### src/rtl/psum_acc_pkg.sv
// Shared definitions for the partial-sum accumulator: default widths,
// FSM state encoding and saturation-limit helpers.
package psum_acc_pkg;

    localparam int unsigned DEF_F_WIDTH   = 8;
    localparam int unsigned DEF_I_WIDTH   = 8;
    localparam int unsigned DEF_ACC_WIDTH = 24;
    localparam int unsigned DEF_PASS_W    = 4;
    localparam int unsigned DEF_DEPTH     = 4;

    typedef enum logic {
        IDLE  = 1'b0,
        ACCUM = 1'b1
    } state_t;

    // Limits returned in 64 bits; callers truncate to their accumulator width.
    function automatic logic [63:0] sat_max(input int unsigned w);
        return (64'd1 << (w - 1)) - 64'd1;
    endfunction

    function automatic logic [63:0] sat_min(input int unsigned w);
        return ~sat_max(w);
    endfunction

endpackage

### src/rtl/psum_fifo.sv
// Synchronous result FIFO with full/empty/count status; head output holds
// the last popped value while empty.
module psum_fifo
    import psum_acc_pkg::*;
#(
    parameter int unsigned WIDTH = DEF_ACC_WIDTH,
    parameter int unsigned DEPTH = DEF_DEPTH
) (
    input  logic                     clk_i,
    input  logic                     rst_i,
    input  logic                     push_i,
    input  logic [WIDTH-1:0]         data_i,
    input  logic                     pop_i,
    output logic [WIDTH-1:0]         data_o,
    output logic                     full_o,
    output logic                     empty_o,
    output logic [$clog2(DEPTH):0]   count_o
);

    localparam int unsigned AW = $clog2(DEPTH);
    localparam int unsigned CW = AW + 1;

    logic [WIDTH-1:0] mem_q [DEPTH];
    logic [AW-1:0]    wr_ptr_q;
    logic [AW-1:0]    rd_ptr_q;
    logic [CW-1:0]    count_q;
    logic [WIDTH-1:0] last_q;
    logic             push_ok;
    logic             pop_ok;

    assign full_o  = (count_q == CW'(DEPTH));
    assign empty_o = (count_q == '0);
    assign count_o = count_q;
    assign push_ok = push_i & ~full_o;
    assign pop_ok  = pop_i & ~empty_o;
    assign data_o  = empty_o ? last_q : mem_q[rd_ptr_q];

    always_ff @(posedge clk_i or posedge rst_i) begin
        if (rst_i) begin
            for (int unsigned i = 0; i < DEPTH; i++) mem_q[i] <= '0;
            wr_ptr_q <= '0;
            rd_ptr_q <= '0;
            count_q  <= '0;
            last_q   <= '0;
        end else begin
            if (push_ok) begin
                mem_q[wr_ptr_q] <= data_i;
                wr_ptr_q        <= wr_ptr_q + AW'(1);
            end
            if (pop_ok) begin
                last_q   <= mem_q[rd_ptr_q];
                rd_ptr_q <= rd_ptr_q + AW'(1);
            end
            case ({push_ok, pop_ok})
                2'b10:   count_q <= count_q + CW'(1);
                2'b01:   count_q <= count_q - CW'(1);
                default: count_q <= count_q;
            endcase
        end
    end

endmodule

### src/rtl/psum_acc.sv
// Multi-pass saturating partial-sum accumulator feeding a result FIFO.
// Define PSUM_ACC_RELU_EN to clamp negative results to zero at the FIFO input.
module psum_acc
    import psum_acc_pkg::*;
#(
    parameter int unsigned F_WIDTH   = DEF_F_WIDTH,
    parameter int unsigned I_WIDTH   = DEF_I_WIDTH,
    parameter int unsigned ACC_WIDTH = DEF_ACC_WIDTH,
    parameter int unsigned PASS_W    = DEF_PASS_W,
    parameter int unsigned DEPTH     = DEF_DEPTH
) (
    input  logic                              clk_i,
    input  logic                              acc_rst_i,
    input  logic signed [F_WIDTH+I_WIDTH-1:0] psum_i,
    input  logic                              psum_valid_i,
    output logic                              psum_ready_o,
    input  logic [PASS_W-1:0]                 num_passes_i,
    output logic signed [ACC_WIDTH-1:0]       out_data_o,
    output logic                              out_valid_o,
    input  logic                              out_ready_i,
    output logic                              busy_o,
    output logic [PASS_W-1:0]                 pass_cnt_o
);

    localparam int unsigned PSUM_W = F_WIDTH + I_WIDTH;
    localparam int unsigned CNT_W  = $clog2(DEPTH) + 1;
    localparam logic [ACC_WIDTH-1:0] SAT_MAX = ACC_WIDTH'(sat_max(ACC_WIDTH));
    localparam logic [ACC_WIDTH-1:0] SAT_MIN = ACC_WIDTH'(sat_min(ACC_WIDTH));

    state_t              state_q, state_d;
    logic [ACC_WIDTH-1:0] acc_q, acc_d;
    logic [PASS_W-1:0]    cnt_q, cnt_d;
    logic [PASS_W-1:0]    tgt_q, tgt_d;
    logic [PASS_W-1:0]    eff_tgt;
    logic [ACC_WIDTH:0]   sum_ext;
    logic [ACC_WIDTH-1:0] sum_sat;
    logic [ACC_WIDTH-1:0] push_data;
    logic                 push;
    logic                 pop;
    logic                 accept;
    logic                 fifo_full;
    logic                 fifo_empty;
    logic [CNT_W-1:0]     fifo_count;

    always_ff @(posedge clk_i or posedge acc_rst_i) begin
        if (acc_rst_i) begin
            state_q <= IDLE;
            acc_q   <= '0;
            cnt_q   <= '0;
            tgt_q   <= '0;
        end else begin
            state_q <= state_d;
            acc_q   <= acc_d;
            cnt_q   <= cnt_d;
            tgt_q   <= tgt_d;
        end
    end

    assign accept  = psum_valid_i & psum_ready_o;
    assign eff_tgt = (num_passes_i == '0) ? PASS_W'(1) : num_passes_i;
    // One guard bit catches overflow; a mismatch of the top two bits selects the clamp.
    assign sum_ext = {acc_q[ACC_WIDTH-1], acc_q}
                   + {{(ACC_WIDTH + 1 - PSUM_W){psum_i[PSUM_W-1]}}, psum_i};

    always_comb begin
        state_d   = state_q;
        acc_d     = acc_q;
        cnt_d     = cnt_q;
        tgt_d     = tgt_q;
        push      = 1'b0;
        sum_sat   = sum_ext[ACC_WIDTH-1:0];
        if (sum_ext[ACC_WIDTH] != sum_ext[ACC_WIDTH-1])
            sum_sat = sum_ext[ACC_WIDTH] ? SAT_MIN : SAT_MAX;
`ifdef PSUM_ACC_RELU_EN
        push_data = sum_sat[ACC_WIDTH-1] ? '0 : sum_sat;
`else
        push_data = sum_sat;
`endif
        if (accept) begin
            case (state_q)
                IDLE: begin
                    tgt_d = eff_tgt;
                    if (eff_tgt == PASS_W'(1)) begin
                        push = 1'b1;
                    end else begin
                        acc_d   = sum_sat;
                        cnt_d   = PASS_W'(1);
                        state_d = ACCUM;
                    end
                end
                ACCUM: begin
                    if (cnt_q + PASS_W'(1) == tgt_q) begin
                        push    = 1'b1;
                        acc_d   = '0;
                        cnt_d   = '0;
                        state_d = IDLE;
                    end else begin
                        acc_d = sum_sat;
                        cnt_d = cnt_q + PASS_W'(1);
                    end
                end
                default: state_d = IDLE;
            endcase
        end
    end

    always_comb begin
        busy_o       = (state_q == ACCUM);
        pass_cnt_o   = cnt_q;
        psum_ready_o = ~fifo_full;
        out_valid_o  = ~fifo_empty;
    end

    assign pop = out_valid_o & out_ready_i;

    psum_fifo #(
        .WIDTH (ACC_WIDTH),
        .DEPTH (DEPTH)
    ) u_fifo (
        .clk_i   (clk_i),
        .rst_i   (acc_rst_i),
        .push_i  (push),
        .data_i  (push_data),
        .pop_i   (pop),
        .data_o  (out_data_o),
        .full_o  (fifo_full),
        .empty_o (fifo_empty),
        .count_o (fifo_count)
    );

    always_ff @(posedge clk_i) begin
        if (!acc_rst_i) assert (fifo_full == (fifo_count == CNT_W'(DEPTH)));
    end

endmodule

### config.mk
export PLATFORM = sky130hd
export DESIGN_NAME = psum_acc
export DESIGN_NICKNAME = d
export VERILOG_FILES = /design/src/rtl/psum_acc_pkg.sv /design/src/rtl/psum_fifo.sv /design/src/rtl/psum_acc.sv
export SDC_FILE = /design/constraint.sdc
export NUM_CORES = 1
export LEC_CHECK = 0
export CAP_MARGIN = 10
export CELL_PAD_IN_SITES_DETAIL_PLACEMENT = 0
export CELL_PAD_IN_SITES_GLOBAL_PLACEMENT = 1
export CORE_UTILIZATION = 35
export CTS_CLUSTER_DIAMETER = 50
export DETAILED_ROUTE_END_ITERATION = 16
export PLACE_DENSITY = 0.65
export SETUP_SLACK_MARGIN = 0.1
export SYNTH_ARGS = -nofsm -noshare
export SYNTH_HDL_FRONTEND = slang
export SYNTH_HIERARCHICAL = 1
export SYNTH_SLANG_ARGS = --single-unit
### constraint.sdc
create_clock -name clk_i -period 9.75 [get_ports clk_i]
set_input_delay 1.95 -clock clk_i [delete_from_list [all_inputs] [get_ports clk_i]]
set_output_delay 1.95 -clock clk_i [all_outputs]
set_load 0.02 [all_outputs]
==> run summary <==
part of the cycle the worst path needs: 55.7%
Max-Slew Margin vs Limit: 20.0%
worst hold margin: 0.491 ns
via count: 5639
Routed WL: 20800 µm
Design Power: 3.95 mW
crit start category: primary input
Synth Area in Compound Gates: 10.0%
Worst path slowest cell: a22oi_2
post-DP HPWL: 14400 µm
outcome: finished clean
kind of critical path: in -> reg
Adder-Cell Fraction of Synth Area: 4.47%
HP Class: reg -> reg
final hold violations: 0
GRT overflow: 0
busiest layer in global routing: met2
clk root buf: clkbuf_16
Mapped Nets: 748
post-CTS setup buffers: 0
Syn Inst Count: 692
Sequential Area: 4000 µm²
CP Cell Sequence: clkdlybuf4s50_1, ha_1, a21o_1, a21o_1, a21oi_1, o21ai_0, a21o_1, a22oi_2, o21ai_0, mux2_4
routing usage on met1: 21.5%
Starting Density: 35.6%
layout cells sized above 1: 31.3%
Leakage: 5.03 nW
Routed WL per cell: 19.3 µm
vias in the first global route: 6111
Area Overhead vs Synth: 13.6%
fin nets: 787
Post-Synth XOR/XNOR Area: 3.58%
power density cells: 375 nW/µm²
Die Y-Extent: 165 µm
fill count: 2452
Setup Total Neg Slack: 0 ns
synthesized cell area: 9290 µm²
Die Span X: 165 µm
post-synthesis mux area share: 27.8%
cts bufs inserted: 17
Remaining DRCs: 0
maxcap violations: 0
mean area per synthesized cell: 13.4 µm²
Sinks on Clock Net: 160
Critical Path Most Common Cell: a21o_1
FF-to-FF setup slack: 6.03 ns
final critical-path required period: 5.43 ns
Simple-Gate Fraction of Synth Area: 6.24%
diode count: 0
CP top delay family: compound AO/OA/AOI/OAI gates
TritonCTS clock tree: built
Critical Path Fanout Max: 25
H-tree lvl count: 4
CP arrival: 5.73 ns
die area: 27200 µm²
Synth warnings: 6
vias per cell: 5.23
cell taking the most area after synthesis: dfrtp_1
Achievable Freq: 184 MHz
largest net degree at the start of global routing: 73
leading post-synthesis cells by cell area: dfrtp_1 43%, mux2_4 13%, mux2_2 8.2%, ha_1 4.0%, mux4_2 3.4%
routing usage on met3: 2.96%
IO buf count: 54
WP buf/inv: 1
register area share after synthesis: 43.1%
drt initial violations: 332
Tightest Pin Transition: 1.20 ns
Yosys reg bits: 160
Worst path max stage delay: 0.73 ns
post-route ant nets: 0
EDFF count, synth: 0
count of cell types in the netlist: 67
GRT Total Usage: 16.2%
floorplan row count: 59
first-pass GRT wire length: 33700 µm
Final GP Congestion: 0.841
io pins: 55
Final Setup Violations: 0
max-slew violations: 0
area of the multi-input gates: 4850 µm²
worst-skew pair later-pin latency: 0.43 ns
RSZ-0062 raised after global routing: no
Post-synth top flop: dfrtp_1
largest family of logic cells by synthesized area: multiplexers
cts hold-fix bufs: 0
most frequent cells in the layout: 160 x dfrtp_1, 80 x mux2_4, 68 x mux2_2, 54 x clkdlybuf4s50_1, 36 x o21ai_0
Initial DRT Pass Iterations: 4
Synth top area share: 43.1%
clk buf depth: 2
initial antenna violation count: 0
Post-Route Skew: 0.0101 ns
Worst setup EP type: flop
post-CTS resize count: 0
CP required: 10.06 ns
GRT met2 Usage: 27.2%
Synth async-reset ratio: 100%
Core Area: 26100 µm²
Worst VDD drop: 0.000131 V
commonest non-fill, non-tap cell in the layout: dfrtp_1
Clock Pin Slew Worst Setup and Hold Paths: 0.06 ns
layout make-up:
class | instances | share of cell area [%]
multi-input cells | 470 | 46.0
clock buffers | 17 | 4.03
clock inverters | 15 | 1.63
inverters | 21 | 0.771
flip-flops and latches | 160 | 38.0
repair buffers | 61 | 5.62
well taps | 335 | 3.97
cells by family (layout without fill, tap and decap cells):
group,after synthesis,count (layout)
DFF,160,160
buffers and inverters,62,114
muxes,175,175
adders and majority gates,32,32
and+or+nand+nor,94,94
AOI/OAI and AO/OA,131,131
xor gates and xnor gates,38,38
synth_stat cells (3+ instances only):
cell type	instances
inv_1	21
o21bai_1	3
nor3_2	8
clkbuf_1	13
a31oi_1	4
buf_2	11
xnor2_1	22
mux2_4	80
a211o_1	15
nor2b_1	5
buf_12	8
mux4_1	10
a21oi_1	19
mux4_2	14
nand3_4	4
and4_1	3
nor3_1	12
ha_1	30
dfrtp_1	160
nand3_1	8
a221o_1	9
nand4_1	5
nand2_1	25
mux2_2	68
nor2_1	9
a21o_1	18
o21ai_0	36
o31ai_1	3
buf_6	7
xor2_1	16
nand2b_1	3
registers in the layout, summed over array words and instances, names as in the netlist:
signal and flops:
acc_q 24, u_fifo/wr_ptr_q 2, busy_o 1, u_fifo/rd_ptr_q 2, u_fifo/count_o 3, tgt_q 4, u_fifo/last_q 24, u_fifo/mem_q 96
pass_cnt_o 4
per-layer routing:
metal  share of wire, %  vias to the layer above
met1                 48                     2896
met3                2.5                       12
li1                   -                     2655
met5                  0                        -
met2                 49                       76
met4               0.97                        0
per-stage QoR:
stage | instance area [µm²] | setup slack [ns] | utilization, % | instances
after global placement | 9950 | 4.01 | 38.2 | 1047
after CTS | 10500 | 4.30 | 40.5 | 1079
after global routing | 10500 | 4.00 | 40.5 | 1079
after detailed placement | 9950 | 3.86 | 38.2 | 1047
final | 10500 | 4.32 | 40.5 | 1079
after floorplan | 9290 | 4.42 | - | 692
worst register-to-register path, delay by kind of cell (launching register included):
| family | cells | cell delay, ns |
|---|---|---|
| compound gates | 5 | 2.00 |
| fa+ha+maj | 1 | 0.32 |
| flops | 1 | 0.41 |
| mux | 1 | 0.41 |
| simple gates | 2 | 0.46 |
path summary, 6_finish.rpt:
path / from / end / depth (start not counted)
max: psum_i[15] / u_fifo/mem_q[86]$_DFFE_PP0P_ / 10
max in group asynchronous: acc_rst_i / u_fifo/mem_q[31]$_DFFE_PP0P_ / 3
min: acc_q[8]$_DFFE_PP0P_ / acc_q[8]$_DFFE_PP0P_ / 1
min reg2reg: acc_q[8]$_DFFE_PP0P_ / acc_q[8]$_DFFE_PP0P_ / 1
min in group asynchronous: acc_rst_i / acc_q[4]$_DFFE_PP0P_ / 3
max reg2reg: acc_q[1]$_DFFE_PP0P_ / u_fifo/mem_q[86]$_DFFE_PP0P_ / 9
where the power goes:
group          leakage (nW)  switching (mW)  internal, mW  total, mW
Sequential             2.06           0.163         0.932       1.09
Clock                 0.290           0.297         0.386      0.683
Combinational          2.68            1.14          1.03       2.18
Total                  5.03            1.60          2.35       3.95
Note: power is estimated with default switching activity, not from simulation.
